--- src/rtl/mips_pipe_pkg.sv ---
`default_nettype none
// ============================================================================
//  Module   : mips_pipe_pkg
//  Purpose  : Shared definitions for the pipelined MIPS core stage registers.
//             Control-bundle layout, the hard-wired zero register index and
//             the stage-register update-action encoding.
//  Ports    : none (package)
//  Revision : 1.0 - initial release
// ============================================================================
package mips_pipe_pkg;

   // Opaque control bundle carried from decode to execute.
   localparam int CTRL_W         = 8;
   localparam int CTRL_ALUOP_LSB = 0;   // 1-bit ALU operation class
   localparam int CTRL_ALUSRC    = 1;
   localparam int CTRL_REGDST    = 2;
   localparam int CTRL_MEMREAD   = 3;
   localparam int CTRL_MEMWRITE  = 4;
   localparam int CTRL_REGWRITE  = 5;
   localparam int CTRL_MEMTOREG  = 6;
   localparam int CTRL_BRANCH    = 7;

   // $0 is hard-wired to zero: never a real dependency.
   localparam int REG_ZERO = 0;

   // Per-edge action of a stage register, in priority order.
   typedef enum logic [1:0] {
      UPD_FLUSH  = 2'd0,
      UPD_HOLD   = 2'd1,
      UPD_BUBBLE = 2'd2,
      UPD_LOAD   = 2'd3
   } upd_e;

endpackage
`default_nettype wire

--- src/rtl/load_use_detect.sv ---
`default_nettype none
// ============================================================================
//  Module   : load_use_detect
//  Purpose  : Combinational load-use hazard compare between the instruction
//             in EX (a load) and the instruction in decode.
//  Ports    : ex_valid_i, ex_mem_read_i, ex_rt_i  - state of the EX stage
//             id_valid_i, id_rs_i, id_rt_i,
//             id_uses_rt_i                         - decode sources
//             hazard_o                             - bubble required
//  Revision : 1.0 - initial release
// ============================================================================
module load_use_detect #(
   parameter int REG_AW = 5
) (
   input  logic              ex_valid_i,
   input  logic              ex_mem_read_i,
   input  logic [REG_AW-1:0] ex_rt_i,
   input  logic              id_valid_i,
   input  logic [REG_AW-1:0] id_rs_i,
   input  logic [REG_AW-1:0] id_rt_i,
   input  logic              id_uses_rt_i,
   output logic              hazard_o
);
   import mips_pipe_pkg::*;

   logic ex_rt_nonzero;
   logic rs_match;
   logic rt_match;

   assign ex_rt_nonzero = (ex_rt_i != REG_AW'(REG_ZERO));
   assign rs_match      = (ex_rt_i == id_rs_i);
   assign rt_match      = id_uses_rt_i && (ex_rt_i == id_rt_i);

   assign hazard_o = ex_valid_i && ex_mem_read_i && id_valid_i &&
                     ex_rt_nonzero && (rs_match || rt_match);

endmodule
`default_nettype wire

--- src/rtl/id_ex_stage_reg.sv ---
`default_nettype none
// ============================================================================
//  Module   : id_ex_stage_reg
//  Purpose  : ID/EX pipeline register with valid bit, stall hold, flush,
//             load-use bubble insertion, optional WB->decode operand bypass
//             and a saturating bubble counter.
//  Ports    : clk, rst                  - clock, async active-high reset
//             id_*_i                    - decode-stage instruction fields
//             wb_we_i, wb_rd_i, wb_data_i - write-back port (bypass source)
//             stall_in_i, flush_i       - downstream hold / kill
//             ex_*_o                    - registered execute-stage fields
//             id_stall_o                - freeze PC and IF/ID
//             bubble_cnt_o              - load-use bubbles inserted
//  Revision : 1.0 - initial release
// ============================================================================
module id_ex_stage_reg #(
   parameter int DATA_W    = 32,
   parameter int REG_AW    = 5,
   parameter int CTRL_W    = mips_pipe_pkg::CTRL_W,
   parameter int WB_BYPASS = 1,
   parameter int BCNT_W    = 16
) (
   input  logic              clk,
   input  logic              rst,
   input  logic              id_valid_i,
   input  logic [DATA_W-1:0] id_pc_i,
   input  logic [DATA_W-1:0] id_rd1_i,
   input  logic [DATA_W-1:0] id_rd2_i,
   input  logic [DATA_W-1:0] id_imm_i,
   input  logic [REG_AW-1:0] id_rs_i,
   input  logic [REG_AW-1:0] id_rt_i,
   input  logic [REG_AW-1:0] id_rd_i,
   input  logic              id_uses_rt_i,
   input  logic [CTRL_W-1:0] id_ctrl_i,
   input  logic              id_mem_read_i,
   input  logic              wb_we_i,
   input  logic [REG_AW-1:0] wb_rd_i,
   input  logic [DATA_W-1:0] wb_data_i,
   input  logic              stall_in_i,
   input  logic              flush_i,
   output logic              ex_valid_o,
   output logic [DATA_W-1:0] ex_pc_o,
   output logic [DATA_W-1:0] ex_rd1_o,
   output logic [DATA_W-1:0] ex_rd2_o,
   output logic [DATA_W-1:0] ex_imm_o,
   output logic [REG_AW-1:0] ex_rs_o,
   output logic [REG_AW-1:0] ex_rt_o,
   output logic [REG_AW-1:0] ex_rd_o,
   output logic [CTRL_W-1:0] ex_ctrl_o,
   output logic              ex_mem_read_o,
   output logic              id_stall_o,
   output logic [BCNT_W-1:0] bubble_cnt_o
);
   import mips_pipe_pkg::*;

   logic              ex_valid_q,    ex_valid_d;
   logic [DATA_W-1:0] ex_pc_q,       ex_pc_d;
   logic [DATA_W-1:0] ex_rd1_q,      ex_rd1_d;
   logic [DATA_W-1:0] ex_rd2_q,      ex_rd2_d;
   logic [DATA_W-1:0] ex_imm_q,      ex_imm_d;
   logic [REG_AW-1:0] ex_rs_q,       ex_rs_d;
   logic [REG_AW-1:0] ex_rt_q,       ex_rt_d;
   logic [REG_AW-1:0] ex_rd_q,       ex_rd_d;
   logic [CTRL_W-1:0] ex_ctrl_q,     ex_ctrl_d;
   logic              ex_mem_read_q, ex_mem_read_d;
   logic [BCNT_W-1:0] bubble_cnt_q,  bubble_cnt_d;

   logic              hazard;
   logic [DATA_W-1:0] op1;
   logic [DATA_W-1:0] op2;
   upd_e              upd_sel;

   // Hazard is judged on the pre-edge EX contents; a bubble clears
   // ex_mem_read so each load-use pair costs exactly one cycle.
   load_use_detect #(
      .REG_AW (REG_AW)
   ) u_load_use_detect (
      .ex_valid_i    (ex_valid_q),
      .ex_mem_read_i (ex_mem_read_q),
      .ex_rt_i       (ex_rt_q),
      .id_valid_i    (id_valid_i),
      .id_rs_i       (id_rs_i),
      .id_rt_i       (id_rt_i),
      .id_uses_rt_i  (id_uses_rt_i),
      .hazard_o      (hazard)
   );

   // Register file is write-first from the pipeline's point of view: a
   // same-cycle WB write to a source register is forwarded into decode.
   generate
      if (WB_BYPASS != 0) begin : g_wb_bypass
         logic wb_hit_rs;
         logic wb_hit_rt;
         assign wb_hit_rs = wb_we_i && (wb_rd_i != REG_AW'(REG_ZERO)) && (wb_rd_i == id_rs_i);
         assign wb_hit_rt = wb_we_i && (wb_rd_i != REG_AW'(REG_ZERO)) && (wb_rd_i == id_rt_i);
         assign op1 = wb_hit_rs ? wb_data_i : id_rd1_i;
         assign op2 = wb_hit_rt ? wb_data_i : id_rd2_i;
      end else begin : g_no_bypass
         assign op1 = id_rd1_i;
         assign op2 = id_rd2_i;
      end
   endgenerate

   // A flush suppresses the load-use stall: the dependent instruction is
   // being killed anyway. An external hold always propagates upstream.
   assign id_stall_o = stall_in_i || (hazard && !flush_i);

   always_comb begin
      upd_sel = UPD_LOAD;
      if (flush_i)         upd_sel = UPD_FLUSH;
      else if (stall_in_i) upd_sel = UPD_HOLD;
      else if (hazard)     upd_sel = UPD_BUBBLE;
   end

   always_comb begin
      ex_valid_d    = ex_valid_q;
      ex_pc_d       = ex_pc_q;
      ex_rd1_d      = ex_rd1_q;
      ex_rd2_d      = ex_rd2_q;
      ex_imm_d      = ex_imm_q;
      ex_rs_d       = ex_rs_q;
      ex_rt_d       = ex_rt_q;
      ex_rd_d       = ex_rd_q;
      ex_ctrl_d     = ex_ctrl_q;
      ex_mem_read_d = ex_mem_read_q;
      bubble_cnt_d  = bubble_cnt_q;

      case (upd_sel)
         UPD_FLUSH, UPD_BUBBLE: begin
            // Data and index fields hold; only the side-effect bits die.
            ex_valid_d    = 1'b0;
            ex_ctrl_d     = '0;
            ex_mem_read_d = 1'b0;
            if (upd_sel == UPD_BUBBLE && bubble_cnt_q != {BCNT_W{1'b1}})
               bubble_cnt_d = bubble_cnt_q + BCNT_W'(1);
         end
         UPD_HOLD: begin
         end
         default: begin
            ex_valid_d    = id_valid_i;
            ex_pc_d       = id_pc_i;
            ex_rd1_d      = op1;
            ex_rd2_d      = op2;
            ex_imm_d      = id_imm_i;
            ex_rs_d       = id_rs_i;
            ex_rt_d       = id_rt_i;
            ex_rd_d       = id_rd_i;
            ex_ctrl_d     = id_valid_i ? id_ctrl_i : '0;
            ex_mem_read_d = id_valid_i && id_mem_read_i;
         end
      endcase
   end

   always_ff @(posedge clk or posedge rst) begin
      if (rst) begin
         ex_valid_q    <= 1'b0;
         ex_pc_q       <= '0;
         ex_rd1_q      <= '0;
         ex_rd2_q      <= '0;
         ex_imm_q      <= '0;
         ex_rs_q       <= '0;
         ex_rt_q       <= '0;
         ex_rd_q       <= '0;
         ex_ctrl_q     <= '0;
         ex_mem_read_q <= 1'b0;
         bubble_cnt_q  <= '0;
      end else begin
         ex_valid_q    <= ex_valid_d;
         ex_pc_q       <= ex_pc_d;
         ex_rd1_q      <= ex_rd1_d;
         ex_rd2_q      <= ex_rd2_d;
         ex_imm_q      <= ex_imm_d;
         ex_rs_q       <= ex_rs_d;
         ex_rt_q       <= ex_rt_d;
         ex_rd_q       <= ex_rd_d;
         ex_ctrl_q     <= ex_ctrl_d;
         ex_mem_read_q <= ex_mem_read_d;
         bubble_cnt_q  <= bubble_cnt_d;
      end
   end

   assign ex_valid_o    = ex_valid_q;
   assign ex_pc_o       = ex_pc_q;
   assign ex_rd1_o      = ex_rd1_q;
   assign ex_rd2_o      = ex_rd2_q;
   assign ex_imm_o      = ex_imm_q;
   assign ex_rs_o       = ex_rs_q;
   assign ex_rt_o       = ex_rt_q;
   assign ex_rd_o       = ex_rd_q;
   assign ex_ctrl_o     = ex_ctrl_q;
   assign ex_mem_read_o = ex_mem_read_q;
   assign bubble_cnt_o  = bubble_cnt_q;

endmodule
`default_nettype wire

--- config.mk ---
export PLATFORM = sky130hd
export DESIGN_NAME = id_ex_stage_reg
export DESIGN_NICKNAME = d
export VERILOG_FILES = /design/src/rtl/mips_pipe_pkg.sv /design/src/rtl/load_use_detect.sv /design/src/rtl/id_ex_stage_reg.sv
export SDC_FILE = /design/constraint.sdc
export NUM_CORES = 1
export LEC_CHECK = 0
export ABC_CLOCK_PERIOD_IN_PS = 15300
export BUFFER_PORTS_ARGS = -buffer_cell sky130_fd_sc_hd__buf_2
export CORE_ASPECT_RATIO = 0.6
export CORE_MARGIN = 2
export CORE_UTILIZATION = 45
export CTS_CLUSTER_SIZE = 25
export DETAILED_ROUTE_END_ITERATION = 12
export PLACE_DENSITY = 0.85
export SLEW_MARGIN = 20
export SYNTH_ARGS = -nofsm -noshare
export SYNTH_HDL_FRONTEND = slang
export SYNTH_SLANG_ARGS = --single-unit
--- constraint.sdc ---
create_clock -name clk -period 15.3 [get_ports clk]
set_input_delay 3.06 -clock clk [delete_from_list [all_inputs] [get_ports clk]]
set_output_delay 3.06 -clock clk [all_outputs]
set_load 0.05 [all_outputs]
==> flow_summary.toml <==
[status]
status = "completed"

[global_route]
grt_pass1_wl_um = 30050
grt_overflow = 0
grt_pass1_vias = 5810
grt_usage = 0.2268
antenna_found_initial = 2
grt_max_degree = 123

[floorplanning]
dieArea_um2 = 17130
num_io_pins = 366
rows = 35
initial_utilization = 0.4649
chipWidth_um = 167.6
die_y_um = 102.2
coreArea_um2 = 15550

[clocking]
hold_buffers = 0
clock_latency_ns = 0.42
cts_resized = 0
cts_buffers = 17
clock_sinks = 169
ctsHtreeMaxLevel = 4
cts_tree = "done"
post_cts_buffers = 0
clockBufferDepth = 2
path_clk_slew_ns = 0.06
clockRootBuffer = "clkbuf_16"

[worst_setup_path]
cp_num_buf_inv = 2
cp.required_ns = 12.24
crit_path_top_delay_cell = "o31ai_1"
worstPathArrival_ns = 4.39
cp-start-kind = "input port"
critPathKind = "in2out"
cp_common_cell = "buf_2"
max_stage_delay_ns = 0.33
path_delay_family = "compound AO/OA/AOI/OAI gates"
end_kind = "primary output"
crit_path_cell_trace = "buf_2 > xnor2_1 > nand3_1 > o22a_1 > o31ai_1 > buf_2"
cp_max_fo = 3

[synthesis]
async_flop_share = 1.000
synthCells = 585
synth_nets = 782
yosysSeqAreaShare = 0.5851
avgSynthCellArea_um2 = 12.36
ys.flop_type = "dfrtp_1"
synth-edff-count = 0
synthDistinctLibCells = 29
yosysWarnings = 0
ys_ff_latch = 169
netlist_area_um2 = 7228

[timing]
max_freq_mhz = 134.2
final.period_utilization = 0.4870
worst_pin_slew_ns = 0.9459
drv_slew = 0
setup_viol = 0
finalClockSkew_ns = 0.01599
slew-limit-headroom = 0.3694
fin_setup_tns_ns = 0
finalHoldViolCount = 0
rsz0062_at_grt = "no"
finalCriticalPeriod_ns = 7.451

[detailed_routing]
drt_iter0_markers = 352
routed_wirelength_um = 19590
postRouteAntennaNets = 0
via_count = 5849
wire_per_inst_um = 16.87
drc_errors = 0
vias_per_cell = 5.038
firstDrtPassIters = 4

[power]
seqPwrFrac = 0.407
p_comb_frac = 0.286
p_int_uw = 808.7
power.leakage_nw = 4.853
cellPowerDensity_nw_per_um2 = 133.3
p_total_mw = 1.304
switching_share = 0.3796
ir_drop_mv = 0.06772
p_switching_uw = 494.8
pwr-share-clk = 0.307

[hold_path]
holdCritPathClass = "reg2reg"

[finish]
nets = 1141
fillers = 1295
syn_to_final_growth_pct = 35.31
layoutNonFillerInstCount = 1161
drive_above_1_share = 0.4623
utilization = 0.6291

[flow_run]
cap_violations = 0

[place]
dp_hpwl_um = 14890
port_buffers = 365
dp_cells = 1128
gp_congestion = 0.8427
synthesized netlist by cell type (8+ instances only):
library cell  number  area, um2
dfrtp_1          169       4229
nand2_1           76      285.3
mux2i_1           64      640.6
o21ai_0           59      295.3
mux2_1            43      484.2
mux2_2            37      416.7
buf_2             21      105.1
xnor2_1           21      183.9
xor2_1            14      122.6
nor2_1            10      37.54
a22o_1             9      78.83
clkbuf_1           9      33.78
nor3_1             9      45.04
nand3_1            8      40.04
nand4_1            8      50.05
power groups by stage:
stage | Sequential [mW] | Clock, mW | Combinational (mW)
finish | 0.531 | 0.400 | 0.373
global route | 0.538 | 0.428 | 0.393
CTS | 0.531 | 0.407 | 0.376
detailed placement | 0.539 | 0 | 0.376
global placement | 0.535 | 0 | 0.371
floorplan | 0.730 | 0 | 0.0729
tightest hold or removal path, cell delays in order (launching register included):
cell,delay [ns]
dfrtp_1,0.33
nand2_1,0.05
o21ai_0,0.06
area by class of cell:
cell class / instances / area (um2) / share of cell area
repair buffers: 370 / 1868 / 0.1910
inverters: 5 / 23.77 / 0.002431
diodes: 2 / 5.005 / 0.0005117
clock inverters: 13 / 112.6 / 0.01151
flip-flops and latches: 169 / 4229 / 0.4324
well taps: 203 / 254.0 / 0.02597
clock buffers: 18 / 429.2 / 0.04388
multi-input cells: 381 / 2859 / 0.2923
registers in the layout, indices dropped and copies added (netlist names):
signal / count
ex_rd_o: 5
ex_rs_o: 5
ex_rd1_o: 32
ex_pc_o: 32
ex_valid_o: 1
ex_ctrl_o: 8
ex_mem_read_o: 1
ex_rd2_o: 32
ex_rt_o: 5
bubble_cnt_o: 16
ex_imm_o: 32
layout by cell type (no fill, tap or decap), types with 2 or more instances in the layout:
| cell | count |
|---|---|
| buf_2 | 365 |
| dfrtp_1 | 169 |
| nand2_1 | 76 |
| mux2i_1 | 64 |
| o21ai_0 | 59 |
| mux2_1 | 43 |
| mux2_2 | 37 |
| xnor2_1 | 21 |
| clkbuf_16 | 17 |
| xor2_1 | 14 |
| nor2_1 | 10 |
| a22o_1 | 9 |
| nand3_1 | 8 |
| nand4_1 | 8 |
| inv_6 | 7 |
| nor3_1 | 7 |
| o21ai_1 | 6 |
| inv_1 | 4 |
| nor4_1 | 4 |
| buf_4 | 4 |
| or4_1 | 3 |
| diode_2 | 2 |
| nor3_2 | 2 |
| inv_8 | 2 |
| clkinvlp_4 | 2 |
| clkinv_4 | 2 |
through the flow:
step                      hold WS [ns]  setup WS, ns  cell area (um2)
after detailed placement        0.4648         7.876             9230
after global routing            0.5008         7.717             9781
after global placement          0.4572         7.871             9230
final                           0.4758         7.849             9781
after floorplan                 0.7446         7.479             7228
after CTS                       0.4796         7.855             9772
logic make-up (layout without fill, tap and decap cells):
logic type / count (synthesis) / after routing / share of synthesized area
flops: 169 / 169 / 0.5851
mux: 144 / 144 / 0.2133
simple gates: 120 / 120 / 0.07166
compound gates: 81 / 81 / 0.06405
xor+xnor: 35 / 35 / 0.04241
buf+inv: 35 / 406 / 0.02181
fa+ha+maj: 1 / 1 / 0.001731
other cells: 0 / 2 / 0
worst paths after layout:
kind / startpoint / to / slack (ns) / cells past startpoint
min: ex_rd1_o[0] / ex_rd1_o[0] / 0.48 / 2
max: id_rs_i[2] / id_stall_o / 7.85 / 6
max reg2reg: ex_rt_o[1] / ex_pc_o[25] / 12.04 / 7
min in group asynchronous: rst / ex_imm_o[29] / 2.78 / 2
max in group asynchronous: rst / ex_rs_o[0] / 10.97 / 3
min reg2reg: ex_rd1_o[0] / ex_rd1_o[0] / 0.48 / 2
metal layers:
layer,up-vias,track usage,wire (um)
met5,-,0,0
met2,201,0.4009,10060
met3,36,0.05422,1038
met1,2834,0.2775,8063
li1,2778,-,-
met4,0,0.08227,422
Power figures use the tool's default switching activity.
